==> src/rtl/imm_gen_pipe.sv <==
// imm_gen_pipe: decode-stage immediate generator and PC-relative target unit.
// Each instruction word is decoded in the accept cycle. The finished result
// is then stored in a two-entry buffer: an output register plus a skid
// register. ready_o comes straight from a flop, so the upstream handshake
// has no combinational path from ready_i.

module imm_gen_pipe #(
    parameter int XLEN = 32
) (
    input  logic            clk,
    input  logic            rst_n,
    input  logic            flush_i,
    input  logic            valid_i,
    output logic            ready_o,
    input  logic [31:0]     insn_i,
    input  logic [XLEN-1:0] pc_i,
    output logic            valid_o,
    input  logic            ready_i,
    output logic [XLEN-1:0] imm_o,
    output logic [2:0]      fmt_o,
    output logic            illegal_o,
    output logic [XLEN-1:0] target_o,
    output logic [XLEN-1:0] pc_o
);

    localparam bit RV64 = (XLEN == 64);

    localparam logic [6:0] OPC_OP_IMM    = 7'b0010011;
    localparam logic [6:0] OPC_LOAD      = 7'b0000011;
    localparam logic [6:0] OPC_JALR      = 7'b1100111;
    localparam logic [6:0] OPC_STORE     = 7'b0100011;
    localparam logic [6:0] OPC_BRANCH    = 7'b1100011;
    localparam logic [6:0] OPC_LUI       = 7'b0110111;
    localparam logic [6:0] OPC_AUIPC     = 7'b0010111;
    localparam logic [6:0] OPC_JAL       = 7'b1101111;
    localparam logic [6:0] OPC_OP_IMM_32 = 7'b0011011;
    localparam logic [6:0] OPC_SYSTEM    = 7'b1110011;

    typedef enum logic [2:0] {
        FMT_NONE = 3'd0,
        FMT_I    = 3'd1,
        FMT_S    = 3'd2,
        FMT_B    = 3'd3,
        FMT_U    = 3'd4,
        FMT_J    = 3'd5,
        FMT_Z    = 3'd6,
        FMT_SH   = 3'd7
    } fmt_e;

    // One fully decoded entry, as held in either buffer slot
    typedef struct packed {
        logic [XLEN-1:0] imm;
        fmt_e            fmt;
        logic            illegal;
        logic [XLEN-1:0] target;
        logic [XLEN-1:0] pc;
    } entry_t;

    // ------------------------------------------------------------------
    // Decode
    // ------------------------------------------------------------------
    logic [6:0] opcode;
    logic [2:0] funct3;

    logic signed [11:0] raw_i;
    logic signed [11:0] raw_s;
    logic signed [12:0] raw_b;
    logic signed [31:0] raw_u;
    logic signed [20:0] raw_j;

    logic [XLEN-1:0] imm_i;
    logic [XLEN-1:0] imm_s;
    logic [XLEN-1:0] imm_b;
    logic [XLEN-1:0] imm_u;
    logic [XLEN-1:0] imm_j;
    logic [XLEN-1:0] imm_z;
    logic [XLEN-1:0] imm_sh;

    fmt_e            raw_fmt;
    logic            raw_illegal;
    fmt_e            dec_fmt;
    logic [XLEN-1:0] dec_imm;
    logic            pc_relative;
    logic [XLEN-1:0] dec_target;
    entry_t          incoming;

    assign opcode = insn_i[6:0];
    assign funct3 = insn_i[14:12];

    // Each immediate field is gathered into a signed vector. Casting that
    // vector to XLEN bits then sign-extends it from insn[31].
    assign raw_i = insn_i[31:20];
    assign raw_s = {insn_i[31:25], insn_i[11:7]};
    assign raw_b = {insn_i[31], insn_i[7], insn_i[30:25], insn_i[11:8], 1'b0};
    assign raw_u = {insn_i[31:12], 12'b0};
    assign raw_j = {insn_i[31], insn_i[19:12], insn_i[20], insn_i[30:21], 1'b0};

    assign imm_i = XLEN'(raw_i);
    assign imm_s = XLEN'(raw_s);
    assign imm_b = XLEN'(raw_b);
    assign imm_u = XLEN'(raw_u);
    assign imm_j = XLEN'(raw_j);
    assign imm_z = XLEN'(insn_i[19:15]);

    // A 6-bit shamt exists only for OP-IMM on RV64; every other shift uses 5 bits
    always_comb begin
        imm_sh = XLEN'(insn_i[24:20]);
        if (RV64 && (opcode == OPC_OP_IMM)) begin
            imm_sh = XLEN'(insn_i[25:20]);
        end
    end

    // Classify the instruction into a format and flag unsupported encodings
    always_comb begin
        raw_fmt     = FMT_NONE;
        raw_illegal = 1'b0;
        unique case (opcode)
            OPC_OP_IMM, OPC_OP_IMM_32: begin
                if ((opcode == OPC_OP_IMM_32) && !RV64) begin
                    raw_illegal = 1'b1;
                end else if ((funct3 == 3'b001) || (funct3 == 3'b101)) begin
                    raw_fmt = FMT_SH;
                    if (!(RV64 && (opcode == OPC_OP_IMM)) && insn_i[25]) begin
                        raw_illegal = 1'b1;
                    end
                end else begin
                    raw_fmt = FMT_I;
                end
            end
            OPC_LOAD, OPC_JALR: raw_fmt = FMT_I;
            OPC_STORE:          raw_fmt = FMT_S;
            OPC_BRANCH:         raw_fmt = FMT_B;
            OPC_LUI, OPC_AUIPC: raw_fmt = FMT_U;
            OPC_JAL:            raw_fmt = FMT_J;
            OPC_SYSTEM: begin
                if (funct3 == 3'b100) begin
                    raw_illegal = 1'b1;
                end else if (funct3[2]) begin
                    raw_fmt = FMT_Z;
                end else begin
                    raw_fmt = FMT_NONE;
                end
            end
            default: raw_illegal = 1'b1;
        endcase
        if (insn_i[1:0] != 2'b11) begin
            raw_illegal = 1'b1;
        end
    end

    // Illegal entries fall back to the NONE format, which yields a zero immediate
    always_comb begin
        dec_fmt = raw_illegal ? FMT_NONE : raw_fmt;
        unique case (dec_fmt)
            FMT_I:   dec_imm = imm_i;
            FMT_S:   dec_imm = imm_s;
            FMT_B:   dec_imm = imm_b;
            FMT_U:   dec_imm = imm_u;
            FMT_J:   dec_imm = imm_j;
            FMT_Z:   dec_imm = imm_z;
            FMT_SH:  dec_imm = imm_sh;
            default: dec_imm = '0;
        endcase
    end

    // Branches, JAL and AUIPC add the immediate to the PC; everything else gets pc+4
    always_comb begin
        pc_relative = (dec_fmt == FMT_B) || (dec_fmt == FMT_J) ||
                      ((dec_fmt == FMT_U) && (opcode == OPC_AUIPC));
        dec_target  = pc_i + (pc_relative ? dec_imm : XLEN'(4));
    end

    // Pack the decoded fields into one buffer entry
    always_comb begin
        incoming.imm     = dec_imm;
        incoming.fmt     = dec_fmt;
        incoming.illegal = raw_illegal;
        incoming.target  = dec_target;
        incoming.pc      = pc_i;
    end

    // ------------------------------------------------------------------
    // Two-entry output buffer
    // ------------------------------------------------------------------
    entry_t or_q;
    entry_t sk_q;
    logic   or_valid;
    logic   sk_valid;
    logic   ready_q;

    logic   accept;
    logic   drain;
    logic   or_valid_next;
    logic   sk_valid_next;
    logic   load_or_new;
    logic   load_or_sk;
    logic   load_sk;

    assign accept = valid_i & ready_q;
    assign drain  = or_valid & ready_i;

    // Decide where a new entry lands and how the slots shift on a drain.
    // ready_q always mirrors an empty skid slot, so a new entry can never
    // arrive while the skid entry is moving forward.
    always_comb begin
        or_valid_next = or_valid;
        sk_valid_next = sk_valid;
        load_or_new   = 1'b0;
        load_or_sk    = 1'b0;
        load_sk       = 1'b0;
        if (drain && sk_valid) begin
            load_or_sk    = 1'b1;
            sk_valid_next = 1'b0;
        end else if (accept && (!or_valid || drain)) begin
            load_or_new   = 1'b1;
            or_valid_next = 1'b1;
        end else if (accept) begin
            load_sk       = 1'b1;
            sk_valid_next = 1'b1;
        end else if (drain) begin
            or_valid_next = 1'b0;
        end
    end

    // Occupancy flags and registered ready; reset outranks flush, and flush outranks traffic
    always_ff @(posedge clk) begin
        if (!rst_n) begin
            or_valid <= 1'b0;
            sk_valid <= 1'b0;
            ready_q  <= 1'b1;
        end else if (flush_i) begin
            or_valid <= 1'b0;
            sk_valid <= 1'b0;
            ready_q  <= 1'b1;
        end else begin
            or_valid <= or_valid_next;
            sk_valid <= sk_valid_next;
            ready_q  <= ~sk_valid_next;
        end
    end

    // Output register payload: refilled from the skid slot first, otherwise from the decoder
    always_ff @(posedge clk) begin
        if (!rst_n) begin
            or_q <= '0;
        end else if (!flush_i) begin
            if (load_or_sk) begin
                or_q <= sk_q;
            end else if (load_or_new) begin
                or_q <= incoming;
            end
        end
    end

    // Skid register payload: captures an entry that arrives while the output is stalled
    always_ff @(posedge clk) begin
        if (!rst_n) begin
            sk_q <= '0;
        end else if (!flush_i && load_sk) begin
            sk_q <= incoming;
        end
    end

    assign valid_o   = or_valid;
    assign ready_o   = ready_q;
    assign imm_o     = or_q.imm;
    assign fmt_o     = or_q.fmt;
    assign illegal_o = or_q.illegal;
    assign target_o  = or_q.target;
    assign pc_o      = or_q.pc;

endmodule
==> config.mk <==
export PLATFORM = sky130hd
export DESIGN_NAME = imm_gen_pipe
export DESIGN_NICKNAME = d
export VERILOG_FILES = /design/src/rtl/imm_gen_pipe.sv
export SDC_FILE = /design/constraint.sdc
export NUM_CORES = 1
export LEC_CHECK = 0
export ABC_AREA = 1
export CAP_MARGIN = 5
export CORE_AREA = 3 3 153 155
export DETAILED_ROUTE_END_ITERATION = 12
export DIE_AREA = 0 0 156 158
export GPL_TIMING_DRIVEN = 1
export PLACE_DENSITY = 0.76
export SYNTH_ARGS = -nofsm -noshare
export SYNTH_HDL_FRONTEND = slang
export SYNTH_SLANG_ARGS = --single-unit
==> constraint.sdc <==
create_clock -name clk -period 3.8 [get_ports clk]
set_input_delay 0.76 -clock clk [delete_from_list [all_inputs] [get_ports clk]]
set_output_delay 0.76 -clock clk [all_outputs]
set_load 0.1 [all_outputs]
==> results.yml <==
run_status:
  outcome: "finished clean"
finish:
  synthToLayoutAreaGrowth_pct: 43.8
  multiInputGateArea_sq_um: 6220
  stdcell_area_sq_um: 15600
  regArea_sq_um: 4060
  final_common_cell: "nand2_1"
  drive_gt1_frac: 0.224
  antenna_cells: 0
  nFillCells: 1791
  layout.nets: 2007
  postLayoutCoreUtil: 0.709
  final_cell_mix: "nand2_1, a21oi_1, dfxtp_1"
logic_synthesis:
  yosys.cell_types.count: 46
  synthCells: 1591
  ys_ff_latch: 203
  synth_nets: 1692
  syn_area_sq_um: 10800
  synth_ff_type: "dfxtp_1"
  synth_edf_count: 0
  synth_warnings: 0
  avgSynthCellArea_sq_um: 6.80
  yosysSeqAreaShare: 0.375
  ys_async_sr_fraction: 0
clock_tree:
  cts-root-buf: "clkbuf_16"
  clk_pin_slew_ns: 0.06
  cts_sinks: 203
  clk_latency_ns: 0.53
  numCtsBuffers: 23
  htree_levels: 1
  cts_buffer_depth: 3
  cts_tree: "yes"
grt:
  overflow: 0
  grt_start_max_net_pins: 102
  grt_pass1_vias: 11100
  track_usage: 0.283
  antenna_found_initial: 0
  grt_pass1_wl_um: 56700
floorplan:
  io_pins: 171
  die_area_sq_um: 24600
  rows: 54
  die_y_um: 158
  start_util: 0.493
  die_width_um: 156
  core_area_sq_um: 22000
timing:
  post-route-period-util: 0.986
  slew-limit-headroom: 0.306
  period_minus_slack_ns: 3.75
  setup_viol: 0
  rsz0062_at_grt: "yes"
  worst_pin_slew_ns: 1.04
  final_max_slew_viol_count: 0
  clock.fmax_ghz: 0.267
  final_hold_viol_count: 0
  finalWorstSetupSlack_ns: 0.0549
  fin_tns_setup_ns: 0
  fin_skew_ns: 0.00930
setup_path:
  critPathArrivalTime_ns: 4.15
  path_max_fanout: 7
  worstSetupPathType: "input port to register"
  endpoint_kind: "register"
  cpMaxStageDelayCell: "clkdlybuf4s50_1"
  worstPathCellList: "clkdlybuf4s50_1 -> inv_1 -> nor2_1 -> nand3_2 -> nand3_2 -> nand3_2 -> nand2_4 -> nand3_4 -> buf_6 -> o21ai_1 -> inv_1 -> nor2_2 -> ha_1 -> a21oi_1 -> o21ai_0 -> inv_1 -> o21ai_0 -> a221oi_2 -> nand2_1 -> nand2_1 -> nand3_1 -> nand2_1 -> a21oi_1"
  required_ns: 4.20
  start_kind: "input port"
  cpPeakStageDelay_ns: 0.49
job:
  drv_cap: 0
route:
  routedWlPerCell_um: 16.9
  finalWirelength_um: 37100
  via_count: 11900
  drt_iter0_markers: 937
  drc: 0
  final_antenna_net_count: 0
  vias_per_cell: 5.40
  dr.pass1.iters: 5
pwr:
  p_leak_nw: 7.05
  ir_worst_vdd_uv: 332
  finalPower_mw: 5.68
  powerDensity_nw_per_um2: 365
place:
  placed_cell_area_sq_um: 14000
  port_buffers: 170
  dp_hpwl_um: 26100
  globalplace.congestion: 0.960
  dp_slack_ns: -0.866
hold_path:
  hp-class: "register to register"
## cell families after synthesis
kind of cell | Yosys count | share of synthesized area
AND/OR/NAND/NOR | 571 | 0.230
AO/OA/AOI/OAI | 477 | 0.241
buffers and inverters | 291 | 0.103
flip-flops | 203 | 0.375
adder cells (fa/ha/maj) | 32 | 0.0377
XOR/XNOR | 16 | 0.0129
other | 1 | 0.000346
## synthesized netlist by cell type, drive strengths merged, types with 4 or more instances
cell / n / area share
nand2: 347 / 0.12
xor2: 12 / 0.0097
a31oi: 36 / 0.021
a21oi: 218 / 0.10
clkbuf: 84 / 0.029
nand4: 11 / 0.0064
a221oi: 4 / 0.0032
nor2: 123 / 0.052
or2: 7 / 0.0040
o211ai: 28 / 0.019
nor3: 7 / 0.0032
o21ai: 163 / 0.076
dfxtp: 203 / 0.38
buf: 5 / 0.0035
a21boi: 4 / 0.0028
a21o: 6 / 0.0042
inv: 201 / 0.070
xnor2: 4 / 0.0032
o21bai: 10 / 0.0069
ha: 31 / 0.036
nand3: 71 / 0.038
## final timing paths
kind / to / depth (start not counted) / start / slack, ns
worst max-delay path: target_o[30] / 23 / insn_i[14] / 0.05
worst min-delay path: imm_o[11] / 2 / imm_o[11] / 0.46
worst max register to register: imm_o[0] / 7 / valid_o / 1.78
worst min register to register: imm_o[11] / 2 / imm_o[11] / 0.46
## power by group
part	internal [mW]	leakage, nW	switching, mW	total (mW)
combinational	0.307	4.99	0.677	0.983
sequential	2.19	1.65	0.0327	2.22
clock	1.51	0.410	0.958	2.47
## final cells by class
| cell class | instances | area share |
|---|---|---|
| Multi-Input combinational cell | 1097 | 0.400 |
| Sequential cell | 203 | 0.261 |
| Timing Repair Buffer | 379 | 0.213 |
| Inverter | 202 | 0.0490 |
| Clock buffer | 29 | 0.0423 |
| Tap cell | 280 | 0.0225 |
| Clock inverter | 13 | 0.0127 |
## critical path: cells and delay by family
family,cells,cell delay (ns)
AND/OR/NAND/NOR,11,1.16
buffers and inverters,5,0.92
adder cells (fa/ha/maj),1,0.28
AO/OA/AOI/OAI,6,1.01
## timing repair
action,4_1_cts,5_1_grt
pin swaps,14,57
setup buffers,8,11
hold buffers,0,0
gates resized for setup,72,111
endpoints found under the setup margin,47,45
## flip-flops by register name, summed over array words and instances (netlist names)
register   count
pc_o          32
sk_q         100
imm_o         32
sk_valid       1
illegal_o      1
fmt_o          3
target_o      32
valid_o        1
ready_o        1
## per-layer routing
metal / GRT usage / part of all wire / up-vias
met1: 0.396 / 0.45 / 5479
li1: - / - / 5880
met2: 0.448 / 0.45 / 449
met5: 0 / 0 / -
met3: 0.0336 / 0.066 / 82
met4: 0.110 / 0.035 / 0
## per-stage QoR
step	hold slack, ns	cells
global placement	0.452	2142
global route	0.480	2203
finish	0.463	2203
floorplan	0.445	1591
detailed placement	0.455	2142
CTS	0.464	2192
Note: power is estimated with default switching activity, not from simulation.
